`config.mk`:
```
export PLATFORM = sky130hd
export DESIGN_NAME = fifo_delay_ctrl
export DESIGN_NICKNAME = d
export VERILOG_FILES = /design/src/rtl/fifo_delay_ctrl.sv
export SDC_FILE = /design/constraint.sdc
export NUM_CORES = 1
export LEC_CHECK = 0
export ABC_AREA = 1
export ABC_CLOCK_PERIOD_IN_PS = 4800
export CAP_MARGIN = 20
export CORE_MARGIN = 1
export CORE_UTILIZATION = 46
export DETAILED_ROUTE_END_ITERATION = 16
export GPL_TIMING_DRIVEN = 1
export PLACE_DENSITY = 0.88
export SLEW_MARGIN = 25
export SYNTH_ARGS = -nofsm -noshare
export SYNTH_HDL_FRONTEND = slang
export SYNTH_SLANG_ARGS = --single-unit
```
`constraint.sdc`:
```
create_clock -name clk -period 4.8 [get_ports clk]
set_input_delay 0.96 -clock clk [delete_from_list [all_inputs] [get_ports clk]]
set_output_delay 0.96 -clock clk [all_outputs]
set_load 0.005 [all_outputs]
```
`src/rtl/fifo_delay_ctrl.sv`:
```
// ---------------------------------------------------------------------------
// fifo_delay_ctrl
//
// Purpose:
//    Front-end controller for one shared FIFO.
//    Write side: a round-robin arbiter admits at most one of NUM_REQ producers
//    per cycle into the FIFO.
//    Read side: a pacing FSM waits cfg_delay cycles after it sees the FIFO
//    non-empty, pops one word, and then presents that word on a valid/ready
//    output until the consumer takes it.
//
// Ports:
//    clk           : clock, all state changes on the rising edge
//    rst           : synchronous active-high reset
//    req_valid     : per-producer "word available"
//    req_data      : producer i word at [i*DATA_WIDTH +: DATA_WIDTH]
//    req_ready     : one-hot grant, granted word is written this cycle
//    fifo_write_en : FIFO write enable
//    fifo_data_in  : FIFO write data (0 when nothing is granted)
//    fifo_full     : FIFO full flag
//    fifo_read_en  : FIFO read enable
//    fifo_empty    : FIFO empty flag
//    fifo_data_out : FIFO read data, valid the cycle after fifo_read_en
//    cfg_delay     : pacing delay in cycles, 0 means no wait
//    out_valid     : out_data holds a delivered word
//    out_data      : delivered word, 0 when out_valid is low
//    out_ready     : consumer accepts when out_valid & out_ready
// ---------------------------------------------------------------------------
module fifo_delay_ctrl #(
   parameter int NUM_REQ     = 4,
   parameter int DATA_WIDTH  = 4,
   parameter int DELAY_WIDTH = 4
) (
   input  logic                          clk,
   input  logic                          rst,
   input  logic [NUM_REQ-1:0]            req_valid,
   input  logic [NUM_REQ*DATA_WIDTH-1:0] req_data,
   output logic [NUM_REQ-1:0]            req_ready,
   output logic                          fifo_write_en,
   output logic [DATA_WIDTH-1:0]         fifo_data_in,
   input  logic                          fifo_full,
   output logic                          fifo_read_en,
   input  logic                          fifo_empty,
   input  logic [DATA_WIDTH-1:0]         fifo_data_out,
   input  logic [DELAY_WIDTH-1:0]        cfg_delay,
   output logic                          out_valid,
   output logic [DATA_WIDTH-1:0]         out_data,
   input  logic                          out_ready
);

   localparam int PTR_W = (NUM_REQ > 1) ? $clog2(NUM_REQ) : 1;

   typedef enum logic [1:0] {
      ST_IDLE,
      ST_WAIT,
      ST_READ,
      ST_HOLD
   } state_t;

   logic [PTR_W-1:0]       rr_ptr;
   logic [PTR_W-1:0]       grant_idx;
   logic [PTR_W-1:0]       cand_idx;
   logic                   grant_found;
   state_t                 state;
   state_t                 state_next;
   logic [DELAY_WIDTH-1:0] cnt;
   logic [DELAY_WIDTH-1:0] cnt_next;

   // Round-robin search: walk the producers starting at rr_ptr and take the
   // first one that has a word. A full FIFO or an active reset blocks every
   // grant, so producers simply keep holding their word.
   always_comb begin
      grant_found = 1'b0;
      grant_idx   = '0;
      cand_idx    = '0;
      if (!rst && !fifo_full) begin
         for (int k = 0; k < NUM_REQ; k++) begin
            cand_idx = PTR_W'((int'(rr_ptr) + k) % NUM_REQ);
            if (!grant_found && req_valid[cand_idx]) begin
               grant_found = 1'b1;
               grant_idx   = cand_idx;
            end
         end
      end
   end

   // Turn the winning index into the one-hot ready and steer its word to the
   // FIFO. The write data is forced to zero when nobody wins so the FIFO bus
   // stays quiet.
   always_comb begin
      req_ready     = '0;
      fifo_data_in  = '0;
      fifo_write_en = grant_found;
      if (grant_found) begin
         req_ready[grant_idx] = 1'b1;
         fifo_data_in         = req_data[grant_idx*DATA_WIDTH +: DATA_WIDTH];
      end
   end

   // The pointer moves to the producer just after the winner, so the winner
   // becomes lowest priority next time. Without a grant the pointer holds.
   always_ff @(posedge clk) begin
      if (rst) begin
         rr_ptr <= '0;
      end else if (grant_found) begin
         rr_ptr <= (grant_idx == PTR_W'(NUM_REQ - 1)) ? '0 : grant_idx + PTR_W'(1);
      end
   end

   // Read-side state register. cnt is only meaningful in ST_WAIT, where it
   // holds the number of wait cycles still to go.
   always_ff @(posedge clk) begin
      if (rst) begin
         state <= ST_IDLE;
         cnt   <= '0;
      end else begin
         state <= state_next;
         cnt   <= cnt_next;
      end
   end

   // Pacing FSM. Leaving IDLE or HOLD with data waiting goes straight to READ
   // when the delay is zero, so WAIT is never entered with a zero count.
   // cfg_delay is captured only on the way into WAIT. The read strobe is also
   // qualified by fifo_empty so that a FIFO emptied behind our back just
   // sends us back to IDLE instead of popping nothing. Reset masks every
   // output so no handshake completes in the reset cycle.
   always_comb begin
      state_next   = state;
      cnt_next     = cnt;
      fifo_read_en = 1'b0;
      out_valid    = 1'b0;
      out_data     = '0;
      case (state)
         ST_IDLE: begin
            if (!fifo_empty) begin
               if (cfg_delay == '0) begin
                  state_next = ST_READ;
               end else begin
                  state_next = ST_WAIT;
                  cnt_next   = cfg_delay;
               end
            end
         end
         ST_WAIT: begin
            cnt_next = cnt - DELAY_WIDTH'(1);
            if (cnt == DELAY_WIDTH'(1)) begin
               state_next = ST_READ;
            end
         end
         ST_READ: begin
            if (!fifo_empty) begin
               fifo_read_en = 1'b1;
               state_next   = ST_HOLD;
            end else begin
               state_next = ST_IDLE;
            end
         end
         ST_HOLD: begin
            out_valid = 1'b1;
            out_data  = fifo_data_out;
            if (out_ready) begin
               if (fifo_empty) begin
                  state_next = ST_IDLE;
               end else if (cfg_delay == '0) begin
                  state_next = ST_READ;
               end else begin
                  state_next = ST_WAIT;
                  cnt_next   = cfg_delay;
               end
            end
         end
         default: begin
            state_next = ST_IDLE;
         end
      endcase
      if (rst) begin
         fifo_read_en = 1'b0;
         out_valid    = 1'b0;
         out_data     = '0;
      end
   end

endmodule

```
# After elaboration in Yosys (flattened, before gate mapping)
# Cells that the tools add are included.
# classes
add_sub_neg	5
muxes	44
n_shift	1
reduce_logical	15
order_cmp	6
eq_ne	8
# ops
cell	n
4-bit 2-to-1 mux	7
2-bit 2-to-1 mux	12
1-bit 2-to-1 mux	18
16-bit by 5-bit variable part select with 4-bit output	1
2-bit by 3-bit less-than comparator with 1-bit output (second input constant)	5
4-bit one-hot mux with 3 select lines	1
1-bit binary-select mux with 2-bit select	4
2-bit one-hot mux with 4 select lines	1
2-bit equality test (second input constant)	3
2-bit != test (second input constant)	3
1-bit logical AND	5
1-bit logical NOT	5
2-bit by 1-bit adder with 2-bit output (second input constant)	2
2-bit adder (second input constant)	2
4-bit by 1-bit equality test with 1-bit output (second input constant)	1
4-bit logical NOT	1
4-bit by 1-bit subtractor with 4-bit output (second input constant)	1
3-bit AND reduction	1
3-bit nonzero test	1
1-bit demux with 2-bit select	1
2-bit by 1-bit equality test with 1-bit output (second input constant)	1
2-bit by 1-bit greater-or-equal comparator with 1-bit output (second input constant)	1
2-bit logical NOT	1
2-bit AND reduction	1
# word_totals
regBits	8
out_inout_bits	15
elab_cells	82
in_bits	33

# Longest topological paths before layout
# Gate-level depths: netlist of run 1.
# depth
depth_word	21
depth_mapped	15
ltp_nobuf	14

# Worst setup path before layout of run 1
# Ideal clock, no wire load.
# synth_path
path_kind	input -> output
startpoint	input port req_valid[2]
endpoint	output port req_ready[1]
t_required_ps	3840
arrival_time_ps	2124
path_buffers	1
path_stages	14
setup_slack_ps	1716
path_cell_list	inv_1 -> nand2_1 -> nand3_2 -> nand2_2 -> inv_1 -> nand2_1 -> nand2_1 -> nand2_4 -> nand2_8 -> buf_12 -> inv_1 -> ha_1 -> inv_1 -> nor2_1
# synth_via
elab_chain_len	21
elab_cells_between_ends	33
cone_classes	2 x order compare; 24 x mux; 7 x reduce/logical
# synth_rtl
element	line	text
from (decl)	36	input logic [NUM_REQ-1:0] req_valid,
1-bit binary-select mux with 2-bit select	79	if (!grant_found && req_valid[cand_idx]) begin
1-bit 2-to-1 mux (not written as such)	79	
1-bit 2-to-1 mux	79	
1-bit 2-to-1 mux	76	if (!rst && !fifo_full) begin
1-bit logical NOT	79	
1-bit logical AND	79	
1-bit 2-to-1 mux	79	
1-bit 2-to-1 mux	76	
(+5 left out)	n/a	
1-bit logical AND	79	
2-bit 2-to-1 mux	79	
2-bit 2-to-1 mux	76	
2-bit by 3-bit less-than comparator with 1-bit output (not written as such) or 2-bit by 1-bit greater-or-equal comparator with 1-bit output (tied branches)	95	req_ready[grant_idx] = 1'b1;
1-bit logical AND (not written as such)	95	
1-bit 2-to-1 mux (not written as such)	95	
1-bit demux with 2-bit select	95	
4-bit 2-to-1 mux *	94	if (grant_found) begin
to (decl)	38	output logic [NUM_REQ-1:0] req_ready,
# Mark *: on every way between the ends. The rest lies on a longest branch, timed or not. The select of a mux whose other input is x is not followed.

# Final worst setup path of run 1
# Ends and elaborated chain as after synthesis.

==> implementation parameters, run 1 <==
Parameter                              Value

Run status
  Outcome ... finished clean

Global routing
  Overall routing resource usage ... 21.4%
  Total congestion overflow ... 0
  Largest net degree at the start of global routing ... 16
  Vias in the first global route ... 1,154
  Antenna violations before repair ... 0
  Global-route wire length before repair ... 4510 um

Clock network
  Buffers inserted by post-CTS timing repair ... 0
  Hold-fix buffer count after cts ... 0
  Number of buffers on the longest clock path ... 2
  TritonCTS clock tree ... done
  H-tree level count ... 1
  Resized cells post-CTS ... 0
  Number of sinks on the clock net ... 8
  Total CTS buffers ... 3
  Clock latency on the worst-skew pair ... 250 ps
  Register clock-pin slew on the reported worst setup and hold paths ... 50 ps
  Clock root cell ... sky130_fd_sc_hd__clkbuf_4

Cells and area
  Antenna diode count ... 0
  Fill cells ... 197
  Multi-input gate area in the final layout ... 813 um2
  Commonest cells after routing, fill and taps aside ... sky130_fd_sc_hd__clkdlybuf4s50_1 (47), sky130_fd_sc_hd__nand2_1 (45), sky130_fd_sc_hd__inv_1 (32)
  Storage element area ... 160 um2
  Ratio of cells with drive above 1 in the final layout ... 13.5%
  NumNets Final ... 286
  Most common library cell in the layout ignoring fill and taps ... sky130_fd_sc_hd__clkdlybuf4s50_1
  Area overhead of the layout relative to synthesis ... 42.1%

Timing
  Setup violators final ... 0
  Clock tree skew after final layout ... 0.313 ps
  Count of final max-slew check failures ... 0
  Worst slew margin relative to its limit ... 68.0%
  Fmax ... 237 MHz
  Final clock period utilization by the worst path ... 88.0%
  Worst Max-Slew Pin Slew ... 479 ps
  Final period demand of the worst path ... 4220 ps
  Setup repair after global routing missed its margin ... false
  Post-route setup slack ... 578 ps
  Setup_tns ... 0 ps
  Hold violation total from the final report ... 0

Drt
  Per-cell routed wire length ... 9.69 um
  Routed via count ... 1,297
  Overall routed net length ... 2650 um
  Vias per cell ... 4.75
  Detailed-router iteration count before antenna repair ... 4
  Drt first-iter violations ... 17
  Number of remaining DRC errors ... 0
  Antenna Nets Post-Route ... 0

Setup path
  Cell type of the slowest stage on the worst timing path ... sky130_fd_sc_hd__clkdlybuf4s50_1
  Data required time at the worst endpoint ... 3840 ps
  Bufs and invs on worst path ... 6
  Ordered list of cells on the worst path ... clkdlybuf4s50_1 > inv_1 > nand2_1 > nand3_2 > nand2_2 > nor2_8 > nand3_2 > nand2_4 > inv_4 > nand2_8 > inv_1 > ha_1 > inv_1 > nor2_1 > clkdlybuf4s50_1
  Worst setup EP type ... output pin
  Largest fanout on the critical path ... 15
  Crit start category ... input pin
  Worst setup path category ... input pin to output pin
  Cell repeated most along the worst path ... sky130_fd_sc_hd__inv_1
  Maximum single-stage delay on the critical path ... 510 ps
  Category of cells accounting for the largest share of critical-path delay ... buffers and inverters
  Arrival time of the worst setup path ... 3260 ps

Placed design
  Number of buffers added on ports ... 47
  Half-perimeter wire length after placement ... 2190 um
  Placer congestion estimate ... 0.812
  Dpl ws ... 587 ps

Yosys
  Netlist cell types ... 23
  Net Count, Synth ... 237
  Mapped Area ... 1150 um2
  Mapped Cells ... 198
  Post-synthesis average cell area ... 5.83 um2
  Warning count from the yosys run ... 0
  Sequential fraction of the synthesis area ... 13.9%
  Synthesis-stage register bit count ... 8

Power
  Maximum resistive drop on vdd ... 0.213 mV
  Static power due to leakage ... 0.809 nW
  Pwr per Cell Area ... 264 nW/um2

Floorplanning
  Ports placed on the boundary ... 48
  Die area ... 2710 um2
  Number of rows in the core area ... 17
  Starting utilization of the core area ... 50.2%
  Width of the die ... 52.1 um
  Die outline height ... 52.1 um
  Core footprint ... 2300 um2

Min path
  Path class of the lowest-slack min-delay path ... flop to flop

Run
  Number of max-cap violations ... 0
==> flip-flops by register name (all words and copies together), names as in the netlist <==
signal / count
state: 2
rr_ptr: 2
cnt: 4
==> final timing paths <==
kind / from / endpoint / slack (ps) / cells past startpoint
worst max-delay path: req_valid[2] / req_ready[1] / 580 / 15
worst max register to register: rr_ptr[0] / rr_ptr[1] / 2440 / 14
worst min-delay path: cnt[2] / cnt[2] / 530 / 2
worst min register to register: cnt[2] / cnt[2] / 530 / 2
==> report_power, final <==
group,switching [mW],internal [mW],leakage (nW),total (mW)
combinational,0.158,0.114,0.728,0.272
sequential,0.0239,0.0868,0.0665,0.111
clock,0.0225,0.0286,0.0138,0.0510
==> cells by family (layout without fill, tap and decap cells) <==
| family | count (synthesis) | count (layout) | synth area share [%] |
|---|---|---|---|
| AO/OA/AOI/OAI | 26 | 26 | 12.0 |
| flip-flops | 8 | 8 | 13.9 |
| adder cells (fa/ha/maj) | 6 | 6 | 6.51 |
| AND/OR/NAND/NOR | 119 | 119 | 52.0 |
| buffers and inverters | 39 | 86 | 15.6 |
==> tightest hold or removal path, stage by stage (launching register included) <==
cell	delay [ps]
sky130_fd_sc_hd__dfxtp_1	330
sky130_fd_sc_hd__inv_1	90
sky130_fd_sc_hd__a21oi_1	70
==> through the flow <==
step	hold WS (ps)	util (%)	area (um2)	std cells	power (mW)
after detailed placement	511	70.4	1620	270	0.383
after floorplan	476	-	1150	198	0.310
final	530	71.4	1640	273	0.434
after CTS	521	71.4	1640	273	0.434
after global routing	560	71.4	1640	273	0.481
after global placement	508	70.4	1620	270	0.377
==> final cells by class <==
class | instances | area share [%]
multi-input combinational | 151 | 49.6
timing repair buffer | 47 | 28.7
sequential | 8 | 9.77
inverter | 36 | 8.40
tap | 28 | 2.14
clock buffer | 3 | 1.37
==> synth_stat cells <==
library cell / number / area (um2)
sky130_fd_sc_hd__nand2_1: 45 / 169
sky130_fd_sc_hd__inv_1: 32 / 120
sky130_fd_sc_hd__nor2_1: 30 / 113
sky130_fd_sc_hd__nand3_1: 16 / 80.1
sky130_fd_sc_hd__nand2_2: 12 / 75.1
sky130_fd_sc_hd__o21ai_0: 11 / 55.1
sky130_fd_sc_hd__a21oi_1: 10 / 50.1
sky130_fd_sc_hd__dfxtp_1: 8 / 160
sky130_fd_sc_hd__ha_1: 6 / 75.1
sky130_fd_sc_hd__nand2_4: 5 / 56.3
sky130_fd_sc_hd__nor2_2: 4 / 25.0
sky130_fd_sc_hd__a31oi_1: 3 / 18.8
sky130_fd_sc_hd__inv_2: 3 / 11.3
sky130_fd_sc_hd__nand3_2: 3 / 30.0
sky130_fd_sc_hd__buf_6: 2 / 22.5
sky130_fd_sc_hd__a22oi_1: 1 / 7.51
sky130_fd_sc_hd__buf_12: 1 / 20.0
sky130_fd_sc_hd__inv_4: 1 / 6.26
sky130_fd_sc_hd__nand2_8: 1 / 20.0
sky130_fd_sc_hd__nor2_8: 1 / 20.0
sky130_fd_sc_hd__nor3_1: 1 / 5.00
sky130_fd_sc_hd__nor4_1: 1 / 6.26
sky130_fd_sc_hd__o31ai_1: 1 / 7.51
==> layer usage <==
layer  vias up  global-route usage, %  wire [um]
li1        709                      -          -
met1       557                   26.8       1260
met2        28                   39.1       1290
met3         3                   1.75         77
met4         0                   4.50         16
met5         -                      0          0
Power figures use the tool's default switching activity.
==> run 2, diff against run 1 <==
--- a/config.mk
+++ b/config.mk
@@ -12,7 +12,7 @@
 export CORE_UTILIZATION = 46
 export DETAILED_ROUTE_END_ITERATION = 16
 export GPL_TIMING_DRIVEN = 1
-export PLACE_DENSITY = 0.88
+export PLACE_DENSITY = 0.85
 export SLEW_MARGIN = 25
 export SYNTH_ARGS = -nofsm -noshare
 export SYNTH_HDL_FRONTEND = slang
==> run 2 against run 1 <==
Compared with the run above:
- cell count unchanged
- clock skew up 2.3 ps
- sequential power about the same
- clock power up 3.9%
- hold slack worse by 1.6 ps
- largest cell class unchanged
- wire length down 1.5%
==> implementation parameters, run 2 (synthesis gave the netlist of run 1 again) <==
Parameter                              Value

Setup path
  Worst setup EP type ... output pin
  Worst setup path category ... input pin to output pin
  Maximum single-stage delay on the critical path ... 510 ps (about the same)
  Data required time at the worst endpoint ... 3840 ps (about the same)
  Cell repeated most along the worst path ... sky130_fd_sc_hd__inv_1
  Arrival time of the worst setup path ... 3210 ps (-50 ps)
  Worst reg2reg setup slack ... 2460 ps (+20 ps)
  Ordered list of cells on the worst path ... clkdlybuf4s50_1 > inv_1 > nand2_1 > nand3_2 > nand2_2 > nor2_8 > nand3_2 > nand2_4 > inv_4 > nand2_8 > inv_1 > ha_1 > inv_1 > nor2_1 > clkdlybuf4s50_1
  Crit start category ... input pin
  Largest fanout on the critical path ... 15 (unchanged)
  Cell type of the slowest stage on the worst timing path ... sky130_fd_sc_hd__clkdlybuf4s50_1

Timing
  Worst Max-Slew Pin Slew ... 462 ps (-16.8 ps)
  Hold violation total from the final report ... 0 (unchanged)
  Clock tree skew after final layout ... 2.63 ps (+2.32 ps)
  Setup violators final ... 0 (unchanged)
  Count of final max-slew check failures ... 0 (unchanged)
  Final clock period utilization by the worst path ... 86.8% (-1.2 points)
  Final period demand of the worst path ... 4170 ps (-55.3 ps)
  Fmax ... 240 MHz (+1.3%)
  Worst slew margin relative to its limit ... 69.2% (+1.1 points)
  Setup repair after global routing missed its margin ... false
  Setup_tns ... 0 ps (unchanged)

Floorplanning
  Die area ... 2710 um2 (unchanged)
  Core footprint ... 2300 um2 (unchanged)
  Starting utilization of the core area ... 50.2% (unchanged)
  Number of rows in the core area ... 17 (unchanged)
  Width of the die ... 52.1 um (unchanged)
  Ports placed on the boundary ... 48 (unchanged)
  Die outline height ... 52.1 um (unchanged)

Placed design
  Cell area after placement ... 1620 um2 (unchanged)
  Half-perimeter wire length after placement ... 2140 um (-2.6%)
  Placer congestion estimate ... 0.842 (+3.7%)
  Number of buffers added on ports ... 47 (unchanged)

Cells and area
  Max reg flops ... 4 (unchanged)
  Most common library cell in the layout ignoring fill and taps ... sky130_fd_sc_hd__clkdlybuf4s50_1
  Final Instance Area ... 1640 um2 (unchanged)
  Registers with the most flip-flops ... cnt (4), rr_ptr (2), state (2)
  Area overhead of the layout relative to synthesis ... 42.1% (unchanged)
  Register with the highest flop count ... cnt
  Fill cells ... 212 (+7.6%)
  Antenna diode count ... 0 (unchanged)
  Ratio of cells with drive above 1 in the final layout ... 13.5% (unchanged)
  NumNets Final ... 286 (unchanged)
  Commonest cells after routing, fill and taps aside ... sky130_fd_sc_hd__clkdlybuf4s50_1 (47), sky130_fd_sc_hd__nand2_1 (45), sky130_fd_sc_hd__inv_1 (32)

Drt
  Routed via count ... 1,307 (+0.77%)
  Per-cell routed wire length ... 9.55 um (-1.5%)
  Vias per cell ... 4.79 (+0.77%)
  Antenna Nets Post-Route ... 0 (unchanged)
  Number of remaining DRC errors ... 0 (unchanged)
  Detailed-router iteration count before antenna repair ... 4 (unchanged)
  Overall routed net length ... 2610 um (-1.5%)
  Drt first-iter violations ... 29 (+12)

Clock network
  Number of buffers on the longest clock path ... 2 (unchanged)
  Resized cells post-CTS ... 0 (unchanged)
  H-tree level count ... 1 (unchanged)
  Clock latency on the worst-skew pair ... 260 ps (about the same)
  Hold-fix buffer count after cts ... 0 (unchanged)
  Register clock-pin slew on the reported worst setup and hold paths ... 50 ps (about the same)
  Number of sinks on the clock net ... 8 (unchanged)
  TritonCTS clock tree ... done
  Total CTS buffers ... 3 (unchanged)
  Buffers inserted by post-CTS timing repair ... 0 (unchanged)
  Clock root cell ... sky130_fd_sc_hd__clkbuf_4

Power
  Maximum resistive drop on vdd ... 0.271 mV (+27%)
  Pwr per Cell Area ... 265 nW/um2 (+0.23%)
  Static power due to leakage ... 0.809 nW (unchanged)

Global routing
  Vias in the first global route ... 1,121 (-2.9%)
  Antenna violations before repair ... 0 (unchanged)
  Largest net degree at the start of global routing ... 16 (unchanged)
  Total congestion overflow ... 0 (unchanged)
  Global-route wire length before repair ... 4370 um (-3.2%)
  Overall routing resource usage ... 20.8% (-0.57 points)

Run
  Number of max-cap violations ... 0 (unchanged)

Run status
  Outcome ... finished clean

Min path
  Path class of the lowest-slack min-delay path ... flop to flop
-- run 2: cell counts in the layout (fill, tap and decap cells not counted) --
Identical to the previous run, type by type.
-- run 2: metrics by stage --
step | setup slack, ps | util (%) | total power, mW | hold slack (ps) | instances
finish | 633 | 71.4 | 0.434 | 528 | 273
global route | 405 | 71.4 | 0.483 | 563 | 273
CTS | 627 | 71.4 | 0.435 | 525 | 273
detailed placement | 638 | 70.4 | 0.381 | 517 | 270
global placement | 702 | 70.4 | 0.378 | 517 | 270
floorplan | 1720 | - | 0.310 | 476 | 198
-- run 2: power breakdown --
part	switching, mW	internal, mW	leakage, nW
combinational	0.156	0.114	0.728
sequential	0.0240	0.0868	0.0665
clock	0.0243	0.0287	0.0138
-- run 2: final timing paths --
path	from	end	depth (start not counted)
max reg2reg	rr_ptr[0]	rr_ptr[1]	14
min	state[1]	state[1]	2
min reg2reg	state[1]	state[1]	2
max	req_valid[2]	req_ready[3]	15
-- run 2: final cells by class --
type	instances	area [um2]	area share, %
tap	28	35.0	2.14
timing repair buffer	47	470	28.7
clock buffer	3	22.5	1.37
inverter	36	138	8.40
sequential	8	160	9.77
multi-input combinational	151	813	49.6
-- run 2: critical path, delay by kind of cell --
| family | cells | cell delay, ps |
|---|---|---|
| fa+ha+maj | 1 | 150 |
| simple gates | 8 | 760 |
| buf+inv | 6 | 1340 |
-- run 2: per-layer routing --
metal | track usage (%) | routed length (um)
met1 | 27.1 | 1240
met2 | 36.1 | 1230
met3 | 2.63 | 115
met4 | 4.50 | 19
met5 | 0 | 0
==> run 3, diff against run 2 <==
--- a/config.mk
+++ b/config.mk
@@ -12,7 +12,7 @@
 export CORE_UTILIZATION = 46
 export DETAILED_ROUTE_END_ITERATION = 16
 export GPL_TIMING_DRIVEN = 1
-export PLACE_DENSITY = 0.85
+export PLACE_DENSITY = 0.84
 export SLEW_MARGIN = 25
 export SYNTH_ARGS = -nofsm -noshare
 export SYNTH_HDL_FRONTEND = slang
==> run 3 against run 2 <==
Compared with the run above:
- cell count unchanged
- highest routed layer is now met3
- sequential share of layout area unchanged
- largest cell class unchanged
- design area unchanged
- setup slack improved by 21 ps
- non-clock buffer count unchanged
==> implementation parameters, run 3 (synthesis gave the netlist of run 1 again) <==
Parameter                              Value

Timing
  Fmax ... 241 MHz (+0.51%)
  Setup repair after global routing missed its margin ... false
  Hold violation total from the final report ... 0 (unchanged)
  Count of final max-slew check failures ... 0 (unchanged)
  Setup violators final ... 0 (unchanged)
  Worst Max-Slew Pin Slew ... 433 ps (-28.6 ps)
  Setup_tns ... 0 ps (unchanged)
  Final clock period utilization by the worst path ... 86.4% (-0.44 points)
  Final period demand of the worst path ... 4150 ps (-21.3 ps)
  Worst slew margin relative to its limit ... 71.1% (+1.9 points)
  Clock tree skew after final layout ... 10.2 ps (+7.52 ps)

Cells and area
  Storage element area ... 160 um2 (unchanged)
  Area overhead of the layout relative to synthesis ... 42.1% (unchanged)
  Commonest cells after routing, fill and taps aside ... sky130_fd_sc_hd__clkdlybuf4s50_1 (47), sky130_fd_sc_hd__nand2_1 (45), sky130_fd_sc_hd__inv_1 (32)
  Antenna diode count ... 0 (unchanged)
  Post-route insts no fill ... 273 (unchanged)
  Multi-input gate area in the final layout ... 813 um2 (unchanged)
  Registers with the most flip-flops ... cnt (4), rr_ptr (2), state (2)
  NumNets Final ... 286 (unchanged)
  Fill cells ... 210 (-0.94%)
  Max reg flops ... 4 (unchanged)
  Ratio of cells with drive above 1 in the final layout ... 13.5% (unchanged)
  Most common library cell in the layout ignoring fill and taps ... sky130_fd_sc_hd__clkdlybuf4s50_1
  Register with the highest flop count ... cnt

Floorplanning
  Starting utilization of the core area ... 50.2% (unchanged)
  Die area ... 2710 um2 (unchanged)
  Ports placed on the boundary ... 48 (unchanged)
  Number of rows in the core area ... 17 (unchanged)
  Die outline height ... 52.1 um (unchanged)
  Width of the die ... 52.1 um (unchanged)
  Core footprint ... 2300 um2 (unchanged)

Placed design
  Number of buffers added on ports ... 47 (unchanged)
  Half-perimeter wire length after placement ... 2040 um (-4.5%)
  Placer congestion estimate ... 0.844 (+0.25%)
  Post-Place Cells ... 270 (unchanged)

Global routing
  Vias in the first global route ... 1,083 (-3.4%)
  Overall routing resource usage ... 19.5% (-1.3 points)
  Global-route wire length before repair ... 4130 um (-5.4%)
  Antenna violations before repair ... 0 (unchanged)
  Largest net degree at the start of global routing ... 16 (unchanged)
  Total congestion overflow ... 0 (unchanged)

Clock network
  Total CTS buffers ... 3 (unchanged)
  Clock root cell ... sky130_fd_sc_hd__clkbuf_4
  Number of sinks on the clock net ... 8 (unchanged)
  Hold-fix buffer count after cts ... 0 (unchanged)
  Buffers inserted by post-CTS timing repair ... 0 (unchanged)
  TritonCTS clock tree ... done
  Number of buffers on the longest clock path ... 2 (unchanged)
  Clock latency on the worst-skew pair ... 250 ps (about the same)
  H-tree level count ... 1 (unchanged)
  Register clock-pin slew on the reported worst setup and hold paths ... 60 ps (about the same)
  Resized cells post-CTS ... 0 (unchanged)

Drt
  Overall routed net length ... 2490 um (-4.5%)
  Per-cell routed wire length ... 9.12 um (-4.5%)
  Detailed-router iteration count before antenna repair ... 5 (+1)
  Routed via count ... 1,270 (-2.8%)
  Drt first-iter violations ... 21 (-28%)
  Vias per cell ... 4.65 (-2.8%)
  Number of remaining DRC errors ... 0 (unchanged)
  Antenna Nets Post-Route ... 0 (unchanged)

Setup path
  Largest fanout on the critical path ... 15 (unchanged)
  Arrival time of the worst setup path ... 3190 ps (-20 ps)
  Data required time at the worst endpoint ... 3840 ps (about the same)
  Worst setup path category ... input pin to output pin
  Crit start category ... input pin
  Worst setup EP type ... output pin

Power
  Maximum resistive drop on vdd ... 0.248 mV (-8.7%)
  Pwr per Cell Area ... 263 nW/um2 (-0.63%)
  Static power due to leakage ... 0.809 nW (unchanged)

Run status
  Outcome ... finished clean

Run
  Number of max-cap violations ... 0 (unchanged)

Min path
  Path class of the lowest-slack min-delay path ... flop to flop
[run 3: cell counts in the layout (fill, tap and decap cells not counted)]
No cell type changed its count.
[run 3: final cells by class]
cell class	instances	share of cell area, %
Multi-Input combinational cell	151	49.6
Sequential cell	8	9.77
Tap cell	28	2.14
Timing Repair Buffer	47	28.7
Clock buffer	3	1.37
Inverter	36	8.40
[run 3: path summary, 6_finish.rpt]
| path | from | endpoint | slack (ps) | depth (start not counted) |
|---|---|---|---|---|
| worst min-delay path | cnt[1] | cnt[1] | 540 | 2 |
| worst min register to register | cnt[1] | cnt[1] | 540 | 2 |
| worst max register to register | rr_ptr[0] | rr_ptr[1] | 2470 | 14 |
| worst max-delay path | req_valid[2] | req_ready[3] | 650 | 15 |
[run 3: worst max-delay path, stage by stage]
cell,delay (ps)
sky130_fd_sc_hd__clkdlybuf4s50_1,480
sky130_fd_sc_hd__inv_1,60
sky130_fd_sc_hd__nand2_1,90
sky130_fd_sc_hd__nand3_2,80
sky130_fd_sc_hd__nand2_2,140
sky130_fd_sc_hd__nor2_8,60
sky130_fd_sc_hd__nand3_2,70
sky130_fd_sc_hd__nand2_4,80
sky130_fd_sc_hd__inv_4,150
sky130_fd_sc_hd__nand2_8,110
sky130_fd_sc_hd__inv_1,120
sky130_fd_sc_hd__ha_1,150
sky130_fd_sc_hd__inv_1,40
sky130_fd_sc_hd__nor2_1,100
sky130_fd_sc_hd__clkdlybuf4s50_1,510
[run 3: metrics by stage]
step	instance area, um2	util [%]	total power, mW	setup slack [ps]	hold slack (ps)
floorplan	1150	-	0.310	1720	476
global placement	1620	70.4	0.377	692	512
detailed placement	1620	70.4	0.380	651	518
CTS	1640	71.4	0.430	641	527
global route	1640	71.4	0.477	455	555
finish	1640	71.4	0.432	655	538
[run 3: metal layers]
layer,GRT usage (%),routed length [um],vias to the layer above
met5,0,0,-
met4,4.50,0,0
met3,2.34,100,0
met2,36.3,1200,31
met1,23.2,1190,529
li1,-,-,710
[run 3: report_power, final]
group / switching, mW / leakage, nW / internal, mW
clock network: 0.0224 / 0.0138 / 0.0286
registers: 0.0234 / 0.0665 / 0.0868
logic: 0.156 / 0.728 / 0.114
